===== src/rtl/es_pkg.sv =====
// Shared encodings for the ex_stack driver: command opcodes, stack port opcodes,
// error codes, FSM states and the default stack depth.
package es_pkg;

  localparam int DEPTH_DEFAULT = 32;

  typedef enum logic [2:0] {
    OP_PUSH    = 3'd0,
    OP_POP     = 3'd1,
    OP_DUP     = 3'd2,
    OP_SWAP    = 3'd3,
    OP_PEEK    = 3'd4,
    OP_POPREAD = 3'd5,
    OP_CLEAR   = 3'd6,
    OP_ILLEGAL = 3'd7
  } cmd_op_t;

  typedef enum logic [1:0] {
    ES_PUSH = 2'd0,
    ES_POP  = 2'd1,
    ES_DUP  = 2'd2,
    ES_SWAP = 2'd3
  } es_op_t;

  typedef enum logic [1:0] {
    ERR_NONE      = 2'd0,
    ERR_OVERFLOW  = 2'd1,
    ERR_UNDERFLOW = 2'd2,
    ERR_ILLEGAL   = 2'd3
  } err_t;

  typedef enum logic [2:0] {
    S_IDLE,
    S_EXEC,
    S_SETTLE,
    S_READ,
    S_CLR
  } state_t;

endpackage


===== src/rtl/es_legal.sv =====
// Combinational legality check of a command against the current shadow depth.
// Overflow takes priority over underflow.
module es_legal
  import es_pkg::*;
#(
  parameter int DEPTH = DEPTH_DEFAULT
) (
  input  logic [2:0] op,
  input  logic [1:0] arg,
  input  logic [5:0] depth,
  output logic       ok,
  output logic [1:0] err_code
);

  localparam logic [6:0] DEPTH_CAP = 7'(DEPTH);

  logic [6:0] need;
  logic [6:0] grow;
  logic [6:0] total;

  always_comb begin
    need = 7'd0;
    grow = 7'd0;
    case (op)
      OP_PUSH:             grow = 7'd1;
      OP_POP:              need = arg[0] ? 7'd2 : 7'd1;
      OP_DUP: begin
        need = {5'd0, arg} + 7'd1;
        grow = {5'd0, arg} + 7'd1;
      end
      OP_SWAP:             need = 7'd2;
      OP_PEEK, OP_POPREAD: need = 7'd1;
      default: ;
    endcase

    total    = {1'b0, depth} + grow;
    ok       = 1'b1;
    err_code = ERR_NONE;
    if (op == OP_ILLEGAL) begin
      ok       = 1'b0;
      err_code = ERR_ILLEGAL;
    end else if (total > DEPTH_CAP) begin
      ok       = 1'b0;
      err_code = ERR_OVERFLOW;
    end else if ({1'b0, depth} < need) begin
      ok       = 1'b0;
      err_code = ERR_UNDERFLOW;
    end
  end

endmodule


===== src/rtl/es_driver.sv =====
// Command front end for an external ex_stack: validates commands against a shadow
// depth, sequences the registered stack port and returns read responses.
module es_driver
  import es_pkg::*;
#(
  parameter int DEPTH = DEPTH_DEFAULT,
  parameter int W     = 16
) (
  input  logic         clk,
  input  logic         reset,
  input  logic         cmd_valid,
  output logic         cmd_ready,
  input  logic [2:0]   cmd_op,
  input  logic [1:0]   cmd_arg,
  input  logic [W-1:0] cmd_data,
  output logic         ESAct,
  output logic [1:0]   ESOp,
  output logic [W-1:0] pushVal,
  output logic         popNum,
  output logic [1:0]   dupNum,
  input  logic [W-1:0] outA,
  input  logic [W-1:0] outB,
  output logic         rsp_valid,
  output logic [W-1:0] rsp_a,
  output logic [W-1:0] rsp_b,
  output logic         err,
  output logic [1:0]   err_code,
  output logic [5:0]   depth
);

  state_t     state;
  logic       popread_pending;
  logic       legal_ok;
  logic [1:0] legal_err;
  logic [5:0] pop_amt;
  logic [5:0] exec_depth;
  logic [5:0] clr_left;

  es_legal #(.DEPTH(DEPTH)) u_legal (
    .op       (cmd_op),
    .arg      (cmd_arg),
    .depth    (depth),
    .ok       (legal_ok),
    .err_code (legal_err)
  );

  assign cmd_ready = (state == S_IDLE);

  // Depth after the stack operation currently on the port completes.
  always_comb begin
    pop_amt    = popNum ? 6'd2 : 6'd1;
    clr_left   = depth - pop_amt;
    exec_depth = depth;
    case (ESOp)
      ES_PUSH: exec_depth = depth + 6'd1;
      ES_POP:  exec_depth = depth - pop_amt;
      ES_DUP:  exec_depth = depth + {4'd0, dupNum} + 6'd1;
      default: exec_depth = depth;
    endcase
  end

  always_ff @(posedge clk or posedge reset) begin
    if (reset) begin
      state           <= S_IDLE;
      popread_pending <= 1'b0;
      depth           <= 6'd0;
      ESAct           <= 1'b0;
      ESOp            <= ES_PUSH;
      pushVal         <= '0;
      popNum          <= 1'b0;
      dupNum          <= 2'd0;
      rsp_valid       <= 1'b0;
      rsp_a           <= '0;
      rsp_b           <= '0;
      err             <= 1'b0;
      err_code        <= ERR_NONE;
    end else begin
      err       <= 1'b0;
      err_code  <= ERR_NONE;
      rsp_valid <= 1'b0;
      case (state)
        S_IDLE: begin
          if (cmd_valid) begin
            if (!legal_ok) begin
              err      <= 1'b1;
              err_code <= legal_err;
            end else begin
              case (cmd_op)
                OP_PUSH: begin
                  state   <= S_EXEC;
                  ESAct   <= 1'b1;
                  ESOp    <= ES_PUSH;
                  pushVal <= cmd_data;
                end
                OP_POP: begin
                  state  <= S_EXEC;
                  ESAct  <= 1'b1;
                  ESOp   <= ES_POP;
                  popNum <= cmd_arg[0];
                end
                OP_DUP: begin
                  state  <= S_EXEC;
                  ESAct  <= 1'b1;
                  ESOp   <= ES_DUP;
                  dupNum <= cmd_arg;
                end
                OP_SWAP: begin
                  state <= S_EXEC;
                  ESAct <= 1'b1;
                  ESOp  <= ES_SWAP;
                end
                OP_PEEK, OP_POPREAD: begin
                  state           <= S_READ;
                  popread_pending <= (cmd_op == OP_POPREAD);
                end
                OP_CLEAR: begin
                  if (depth == 6'd0) begin
                    state <= S_SETTLE;
                  end else begin
                    state  <= S_CLR;
                    ESAct  <= 1'b1;
                    ESOp   <= ES_POP;
                    popNum <= (depth >= 6'd2);
                  end
                end
                default: ;
              endcase
            end
          end
        end

        S_EXEC: begin
          depth   <= exec_depth;
          state   <= S_SETTLE;
          ESAct   <= 1'b0;
          ESOp    <= ES_PUSH;
          pushVal <= '0;
          popNum  <= 1'b0;
          dupNum  <= 2'd0;
        end

        S_SETTLE: state <= S_IDLE;

        S_READ: begin
          rsp_a     <= outA;
          rsp_b     <= outB;
          rsp_valid <= 1'b1;
          if (popread_pending) begin
            state  <= S_EXEC;
            ESAct  <= 1'b1;
            ESOp   <= ES_POP;
            popNum <= 1'b0;
          end else begin
            state <= S_IDLE;
          end
          popread_pending <= 1'b0;
        end

        // Pops two per cycle while possible; the last one may be a single pop.
        S_CLR: begin
          depth <= clr_left;
          if (clr_left == 6'd0) begin
            state  <= S_SETTLE;
            ESAct  <= 1'b0;
            ESOp   <= ES_PUSH;
            popNum <= 1'b0;
          end else begin
            popNum <= (clr_left >= 6'd2);
          end
        end

        default: state <= S_IDLE;
      endcase
    end
  end

endmodule


===== config.mk =====
export PLATFORM = sky130hd
export DESIGN_NAME = es_driver
export DESIGN_NICKNAME = d
export VERILOG_FILES = /design/src/rtl/es_pkg.sv /design/src/rtl/es_legal.sv /design/src/rtl/es_driver.sv
export SDC_FILE = /design/constraint.sdc
export NUM_CORES = 1
export LEC_CHECK = 0
export ABC_AREA = 1
export BUFFER_PORTS_ARGS = -buffer_cell sky130_fd_sc_hd__buf_2
export CORE_MARGIN = 1.5
export CORE_UTILIZATION = 45
export CTS_CLUSTER_SIZE = 20
export DETAILED_ROUTE_END_ITERATION = 8
export PLACE_DENSITY = 0.69
export SLEW_MARGIN = 20
export SYNTH_ARGS = -nofsm -noshare
export SYNTH_HDL_FRONTEND = slang
export SYNTH_HIERARCHICAL = 1
export SYNTH_SLANG_ARGS = --single-unit

===== constraint.sdc =====
create_clock -name clk -period 3.3 [get_ports clk]
set_clock_uncertainty 0.05 [all_clocks]
set_input_delay 0 -clock clk [delete_from_list [all_inputs] [get_ports clk]]
set_output_delay 0 -clock clk [all_outputs]
set_load 0.01 [all_outputs]

==> impl_metrics.json, run 1 <==
{
  "ys_top_cells_by_area": "dfrtp_1 43%, nand2_1 20%, nand3_1 5.9%, ha_1 5.0%, inv_1 4.1%",
  "synth_area_per_cell_um2": 7.45,
  "min_period_over_period_pct": 91.1,
  "whs_ps": 114,
  "start_util_pct": 46.1,
  "ctsHoldBuffers": 53,
  "final_antenna_net_count": 0,
  "wl_per_cell_um": 13.6,
  "routed_wl_mm": 11.1,
  "slowest_delay_ps": 530,
  "drt_pass1_iterations": 5,
  "yosysWarnings": 6,
  "worstPathRequired_ps": 3530,
  "final.min_clock_period_ps": 3010,
  "path_cells": "dlygate4sd3_1, buf_2, nor2_1, o21ai_1, inv_1, ha_1, inv_1, fa_1, inv_1, nand3_1, nand3_1, nand2_1, nor2_2, nand2_1, nand2_1, nand3_2, nor2_2, inv_1, o21ai_4, inv_4, nor2_4, nand3_1, nand2_1",
  "synth_edf_count": 0,
  "cts.clk_slew.worst_paths_ps": 70,
  "grt_max_degree": 44,
  "n_antenna_cell": 0,
  "syn_inst": 535,
  "rsz0062_at_grt": "false",
  "setup_viol": 0,
  "worst_slack_ps": 293,
  "drive_above_1_share_pct": 23.9,
  "antenna_found_initial": 0,
  "ios": 121,
  "drt_iter0_markers": 271,
  "yosys-top-cells-count": "209 x nand2_1, 68 x dfrtp_1, 47 x nand3_1",
  "path_class": "primary input to flip-flop",
  "fin_tns_setup_ps": 0,
  "reg2reg_slack_ps": 410,
  "synth_top_flop_cell": "dfrtp_1",
  "vias_per_cell": 5.01,
  "r2r_cells": 18,
  "yosysMostFrequentCell": "nand2_1",
  "cts-resized-gates": 0,
  "cp.arrival_ps": 3240,
  "worst_slew_pin_slew_ps": 888,
  "slowest_stage": "dlygate4sd3_1",
  "die_h_um": 97.1,
  "numPortBuffers": 120,
  "ys_types": 38,
  "whs_path_depth": 4,
  "finalNetCount": 782,
  "post-place-ws_ps": 428,
  "powerDensity_mw_per_mm2": 891,
  "core_area_mm2": 0.00864,
  "power_uw": 4800,
  "hold_violations": 0,
  "place_congestion": 0.912,
  "numCtsBuffers": 9,
  "hold_path_end": "state[2]",
  "grt_pass1_wl_mm": 18.2,
  "fmax_mhz": 333,
  "timing.rr.end": "pushVal[5]",
  "ys_ff_latch": 68,
  "rows": 34,
  "min_path_type": "primary input to flip-flop",
  "cts_tree": "yes",
  "h-tree-depth": 3,
  "status": "complete, no violations",
  "die_area_mm2": 0.00943,
  "p_leak_uw": 0.00296,
  "vias": 4112,
  "syn2layout_area_growth_pct": 35.4,
  "ys_seq_area_share_pct": 42.7,
  "cts.sinks": 68,
  "fin_util_pct": 62.5,
  "drc": 0,
  "insertion_delay_ps": 340,
  "die_w_um": 97.1,
  "grt_util_all_layers_pct": 23.7,
  "hp-start": "cmd_op[1]",
  "syn_nets": 610,
  "grt_pass1_vias": 3932,
  "cap_violations": 0,
  "synthArstFlopShare_pct": 100,
  "cp_max_fo": 17,
  "crit_path_end_kind": "flip-flop",
  "cts_root_buf": "clkbuf_8",
  "cts_max_path_buffers": 2,
  "start_kind": "primary input",
  "ir_worst_vdd_mv": 0.387,
  "grt_remaining_overflow": 0,
  "synth_top_area_cell": "dfrtp_1",
  "n_fill_cell": 764,
  "syn_area_mm2": 0.00398,
  "reg2reg_from": "depth[0]",
  "place_hpwl_mm": 7.44,
  "synth_top_area_share_pct": 42.7,
  "drv_slew": 0,
  "cts_setup_buffers": 0,
  "slew_headroom_pct": 40.7
}
==> per-stage QoR <==
| step | std cells | area [um2] |
|---|---|---|
| after floorplan | 535 | 3980 |
| after global placement | 751 | 4670 |
| after detailed placement | 751 | 4670 |
| after CTS | 820 | 5390 |
| after global routing | 820 | 5390 |
| final | 820 | 5390 |
==> routing by layer <==
metal / global-route usage (%) / up-vias / routed length (um)
met1: 30.5 / 1878 / 4990
met4: 10.0 / 0 / 337
li1: - / 2055 / -
met3: 4.46 / 36 / 565
met2: 39.3 / 143 / 5230
met5: 0 / - / 0
==> power by group <==
part | internal [uW] | switching, uW
Combinational | 967 | 1680
Sequential | 1210 | 275
Clock | 349 | 323
==> cell usage in the layout, fill, tap and decap left out, types with 3 or more instances in the layout <==
master	instances
inv_2	10
nand4_1	5
fa_1	3
nor2_4	3
nand2_2	4
ha_1	16
dlygate4sd3_1	53
nand2_1	209
buf_2	120
dfrtp_1	68
xor2_1	3
o22ai_1	3
clkbuf_8	9
o21ai_1	4
nor2_2	5
buf_4	5
inv_1	43
nor2_1	26
nand3_1	47
nand3b_1	4
a21oi_1	11
o21ai_0	33
==> logic make-up after synthesis <==
| family | synth area share (%) |
|---|---|
| xor gates and xnor gates | 0.660 |
| adders and majority gates | 6.53 |
| buffers and inverters | 7.47 |
| and+or+nand+nor | 33.4 |
| AOI/OAI and AO/OA | 9.17 |
| DFF | 42.7 |
==> layout make-up <==
type	instances	area (um2)	share of cell area, %
clock buffers	10	128	2.37
clock inverters	6	65.1	1.21
inverters	55	211	3.92
multi-input cells	395	1980	36.8
flip-flops and latches	68	1700	31.5
well taps	108	135	2.51
repair buffers	178	1170	21.7
==> worst max path at each step <==
stage	start	end	depth (start not counted)	slack, ps
2_1_floorplan	depth[1]	ESOp[0]	19	650
3_3_place_gp	depth[0]	ESAct	21	530
3_5_place_dp	depth[0]	pushVal[5]	18	430
4_1_cts	cmd_op[2]	pushVal[5]	23	310
5_1_grt	cmd_op[2]	ESOp[1]	26	30
6_report	cmd_op[2]	pushVal[5]	23	290
==> state kept, by name, indices dropped and copies added (netlist names), 2 cells and up <==
register / flops
ESOp: 2
depth: 6
dupNum: 2
err_code: 2
pushVal: 16
rsp_a: 16
rsp_b: 16
state: 3
==> critical path, delay by kind of cell <==
kind            cells  cell delay, ps
simple gates       12            1280
buf+inv             7            1090
fa+ha+maj           2             550
compound gates      2             290
(Power assumes the default switching activity.)
==> run 2: changes to the inputs <==
Settings changed: RECOVER_POWER from default to 50.
==> run 2 against run 1 <==
The flow now finishes with violations (max-capacitance violations, max-slew violations); sequential share of layout area grew 0.46 points; worst setup slack lost 10 ps; fmax down 0.33%; critical path depth did not move; cell count is the same; flip-flop and latch count unchanged; worst hold slack improved by 3.7 ps; die area stayed put; combinational power shrank 3%; sequential power hardly changed; clock-buffer cell count did not move; non-clock buffer count unchanged; largest cell class unchanged; largest power group unchanged.
==> impl_metrics.json, run 2 (synthesis gave the netlist of run 1 again) <==
{
  "setup_viol": 0,
  "worst_slew_pin_slew_ps": 1600,
  "met1_usage_pct": 30.5,
  "drive_above_1_share_pct": 15.3,
  "ir_worst_vdd_mv": 0.384,
  "grt_max_degree": 44,
  "routed_wl_mm": 11.1,
  "start_util_pct": 46.1,
  "place_congestion": 0.912,
  "post-place-ws_ps": 428,
  "final_cell_mix": "209 x nand2_1, 68 x dfrtp_1, 61 x clkbuf_1, 61 x buf_2, 53 x dlygate4sd3_1",
  "fmax_mhz": 331,
  "fin_util_pct": 61.6,
  "drv_slew": 44,
  "cp_max_fo": 17,
  "pwr-share-comb_pct": 54.2,
  "whs_path_depth": 4,
  "cts.clk_slew.worst_paths_ps": 70,
  "status": "finished with violations",
  "final_antenna_net_count": 0,
  "h-tree-depth": 3,
  "grt_pass1_wl_mm": 18.2,
  "drt_iter0_markers": 292,
  "core_area_mm2": 0.00864,
  "ios": 121,
  "wl_per_cell_um": 13.6,
  "grt_most_used_layer": "met2",
  "drc": 0,
  "mostFrequentLayoutCell": "nand2_1",
  "rows": 34,
  "grt_util_all_layers_pct": 23.7,
  "place_hpwl_mm": 7.44,
  "r2r_cells": 18,
  "reg2reg_slack_ps": 390,
  "regArea_mm2": 0.00170,
  "cts_tree": "yes",
  "start_kind": "primary input",
  "use_met3_pct": 4.46,
  "insertion_delay_ps": 340,
  "seq_power_share_pct": 31.6,
  "p_sw_share_pct": 48.5,
  "syn2layout_area_growth_pct": 33.4,
  "die_h_um": 97.1,
  "worstPathRequired_ps": 3530,
  "cp.arrival_ps": 3250,
  "hold_violations": 0,
  "n_fill_cell": 796,
  "worst_slack_ps": 283,
  "cts_root_buf": "clkbuf_8",
  "cts.sinks": 68,
  "min_path_type": "primary input to flip-flop",
  "rsz0062_at_grt": "false",
  "numPortBuffers": 120,
  "grt_pass1_vias": 3932,
  "vias_per_cell": 5.01,
  "powerDensity_mw_per_mm2": 889,
  "vias": 4111,
  "slew_headroom_pct": -7.01,
  "crit_path_end_kind": "flip-flop",
  "cts-resized-gates": 0,
  "fin_tns_setup_ps": 0,
  "p_clk_share_pct": 14.2,
  "finalNetCount": 782,
  "cts_max_path_buffers": 2,
  "die_area_mm2": 0.00943,
  "violations": "max-capacitance violations, max-slew violations",
  "numCtsBuffers": 9,
  "min_period_over_period_pct": 91.4,
  "antenna_found_initial": 0,
  "internal-power_uw": 2440,
  "p_leak_uw": 0.00279,
  "multi_input_area_mm2": 0.00198,
  "path_class": "primary input to flip-flop",
  "p_sw_uw": 2290,
  "drt_pass1_iterations": 5,
  "grt_remaining_overflow": 0,
  "n_antenna_cell": 0,
  "final.min_clock_period_ps": 3020,
  "cap_violations": 1,
  "die_w_um": 97.1,
  "reg.largest.list": "pushVal (16), rsp_a (16), rsp_b (16)",
  "met2_usage_pct": 39.3
}
## run 2: cell count changes in the layout (fill, tap and decap cells not counted), sizes merged
| cell | before | now |
|---|---|---|
| buf | 125 | 65 |
| clkbuf | 10 | 70 |
## run 2: stage by stage
step / power, uW / cell area [um2] / hold slack (ps) / cells
after global routing: 5140 / 5320 / 124 / 820
after CTS: 4800 / 5390 / 91.4 / 820
after detailed placement: 4050 / 4670 / 153 / 751
after floorplan: 3230 / 3980 / 66.7 / 535
after global placement: 3980 / 4670 / 149 / 751
final: 4730 / 5320 / 117 / 820
## run 2: path summary, 6_finish.rpt
check,startpoint,end
min in group asynchronous,reset,rsp_a[7]
worst min register to register,rsp_a[7],rsp_a[7]
worst max register to register,depth[0],pushVal[5]
max in group asynchronous,reset,pushVal[9]
worst min-delay path,cmd_op[1],state[2]
worst max-delay path,cmd_op[2],pushVal[5]
## run 2: repair_timing
action | 4_1_cts | 5_1_grt
setup endpoints to repair | 0 | 0
setup buffers | 0 | 0
endpoints found under the hold margin | 96 | 0
hold buffers | 53 | 0
## run 2: power groups by stage
stage	logic, uW	clock network (uW)	registers [uW]
6_report	2560	671	1490
5_1_grt	2880	719	1540
4_1_cts	2630	690	1480
3_5_place_dp	2560	0	1490
3_3_place_gp	2510	0	1480
2_1_floorplan	1610	0	1630
## run 2: per-layer routing
layer	part of all wire, %	vias to the layer above
li1	-	2056
met1	44	1883
met2	48	141
met3	5.4	31
met4	2.7	0
met5	0	-
## run 2: cell type report
class                      count  share of cell area (%)
tap                          108                    2.54
inverter                      55                    3.98
timing repair buffer         178                    20.5
clock buffer                  10                    2.40
sequential                    68                    32.0
multi-input combinational    395                    37.3
clock inverter                 6                    1.22
## run 2: critical path: stages
cell and delay, ps:
dlygate4sd3_1 530, buf_2 180, nor2_1 150, o21ai_1 80, inv_1 50, ha_1 150
inv_1 50, fa_1 400, inv_1 90, nand3_1 90, nand3_1 80, nand2_1 70
nor2_2 70, nand2_1 50, nand2_1 60, nand3_2 70, nor2_2 80, inv_1 70
o21ai_4 210, inv_4 120, nor2_4 330, nand3_1 150, nand2_1 90
==> run 3: changes to the inputs <==
Clock period 3.3 ns to 3.02 ns, I/O delays scaled along.
==> run 3 against run 2 <==
Global-route usage up 0.43 points; critical path depth is 4 lower; clock power up 13%; first-iteration DRC count shrank 39%; utilization increased by 0.65 points; flip-flop and latch count is the same; sequential power up 9%; clock-buffer cell count shrank 1; highest routed layer unchanged; the run still ends with max-capacitance violations, max-slew violations left; via count grew 0.34%; worst hold slack worse by 30 ps; cell count grew 0.12%.
==> impl_metrics.json, run 3 (synthesis gave the netlist of run 1 again) <==
{
  "whs_path_depth": 4,
  "setup_viol": 0,
  "syn2layout_area_growth_pct": 34.9,
  "path_class": "primary input to flip-flop",
  "n_fill_cell": 803,
  "grt_pass1_vias": 3992,
  "ir_worst_vdd_mv": 0.395,
  "vias": 4125,
  "fin_tns_setup_ps": 0,
  "r2r_cells": 17,
  "insertion_delay_ps": 340,
  "cts_max_path_buffers": 2,
  "antenna_found_initial": 0,
  "slowest_delay_ps": 550,
  "h-tree-depth": 3,
  "p_leak_uw": 0.00280,
  "fin_cells": 821,
  "dp.cells": 752,
  "cts.clk_slew.worst_paths_ps": 80,
  "finalNetCount": 783,
  "status": "finished with violations",
  "timing.rr.end": "pushVal[11]",
  "min_period_over_period_pct": 93.3,
  "worst_slew_pin_slew_ps": 1700,
  "cts_tree": "yes",
  "drv_slew": 46,
  "hold_path_end": "popread_pending",
  "slew_headroom_pct": -13.3,
  "slowest_stage": "fa_2",
  "internal-power_uw": 2700,
  "violations": "max-capacitance violations, max-slew violations",
  "reg2reg_from": "depth[0]",
  "crit_path_end_kind": "flip-flop",
  "p_sw_uw": 2570,
  "start_util_pct": 46.1,
  "die_area_mm2": 0.00943,
  "ios": 121,
  "reg2reg_slack_ps": 310,
  "reg.largest.list": "pushVal (16), rsp_a (16), rsp_b (16)",
  "hp-start": "cmd_op[1]",
  "numCtsBuffers": 9,
  "cp_max_fo": 18,
  "numPortBuffers": 120,
  "core_area_mm2": 0.00864,
  "n_antenna_cell": 0,
  "vias_per_cell": 5.02,
  "worstPathRequired_ps": 3250,
  "multi_input_area_mm2": 0.00203,
  "rows": 34,
  "final.min_clock_period_ps": 2820,
  "grt_max_degree": 46,
  "drt_iter0_markers": 179,
  "final_antenna_net_count": 0,
  "grt_pass1_wl_mm": 18.7,
  "place_hpwl_mm": 7.54,
  "grt_util_all_layers_pct": 24.2,
  "pwr-share-comb_pct": 54.6,
  "place_congestion": 0.895,
  "rsz0062_at_grt": "false",
  "p_sw_share_pct": 48.7,
  "critPathLaunch": "cmd_arg[1]",
  "cts.sinks": 68,
  "die_h_um": 97.1,
  "p_clk_share_pct": 14.4,
  "cp.arrival_ps": 3050,
  "regArea_mm2": 0.00170,
  "seq_power_share_pct": 30.9,
  "die_w_um": 97.1,
  "drt_pass1_iterations": 4,
  "mostFrequentLayoutCell": "nand2_1",
  "start_kind": "primary input",
  "routed_wl_mm": 11.3,
  "grt_remaining_overflow": 0,
  "cts_root_buf": "clkbuf_8",
  "path_cells": "dlygate4sd3_1, buf_2, ha_4, nand2_2, fa_2, nand2_2, nor2_2, nand2_1, nor2_2, nand2_1, nand2_1, nand3_2, nor2_2, inv_1, o21ai_4, inv_4, nor2_2, nand3_1, nand2_1",
  "fmax_mhz": 355,
  "final_cell_mix": "207 x nand2_1, 68 x dfrtp_1, 61 x buf_2",
  "drc": 0,
  "min_path_type": "primary input to flip-flop",
  "drive_above_1_share_pct": 16.8,
  "cap_violations": 1,
  "wl_per_cell_um": 13.8,
  "powerDensity_mw_per_mm2": 980,
  "hold_violations": 0
}
## run 3: critical path: cells and delay by family
family	cells	cell delay [ps]
simple gates	12	1090
buf+inv	4	890
fa+ha+maj	2	810
compound gates	1	230
## run 3: worst max-delay path by stage
| stage | endpoint | slack (ps) | cells past startpoint |
|---|---|---|---|
| after global placement | ESAct | 270 | 25 |
| final | pushVal[11] | 200 | 19 |
| after floorplan | ESOp[0] | 370 | 19 |
| after detailed placement | ESAct | 190 | 25 |
| after CTS | ESAct | 80 | 23 |
| after global routing | ESOp[1] | 40 | 22 |
## run 3: routing by layer
layer	global-route usage (%)	wire, um	vias to the layer above
li1	-	-	2054
met1	31.2	5070	1925
met2	40.9	5510	124
met3	4.32	518	22
met4	8.25	247	0
met5	0	0	-
## run 3: through the flow
step	hold slack, ps	power [uW]	util, %	area, um2	setup slack (ps)
global placement	149	4370	54.2	4680	268
finish	87.0	5260	62.2	5370	204
global route	107	5740	62.2	5370	43.6
floorplan	66.7	3530	-	3980	369
CTS	64.6	5270	62.6	5410	84.4
detailed placement	156	4450	54.2	4680	193
## run 3: power groups by stage
stage | Clock, uW | Sequential [uW] | Combinational [uW]
5_1_grt | 820 | 1680 | 3240
3_3_place_gp | 0 | 1600 | 2770
3_5_place_dp | 0 | 1610 | 2840
2_1_floorplan | 0 | 1780 | 1760
4_1_cts | 777 | 1600 | 2890
6_report | 760 | 1630 | 2870
## run 3: area by class of cell
type                       instances  area share, %
inverter                          55           3.94
multi-input combinational        396           37.8
clock buffer                       9           2.31
tap                              108           2.52
sequential                        68           31.7
clock inverter                     7           1.40
timing repair buffer             178           20.4
## run 3: repair_timing
item	in CTS	in global routing
endpoints found under the setup margin	0	20
hold buffers	53	0
hold endpoints to repair	98	0
buffers inserted	0	0
resized for setup	0	10
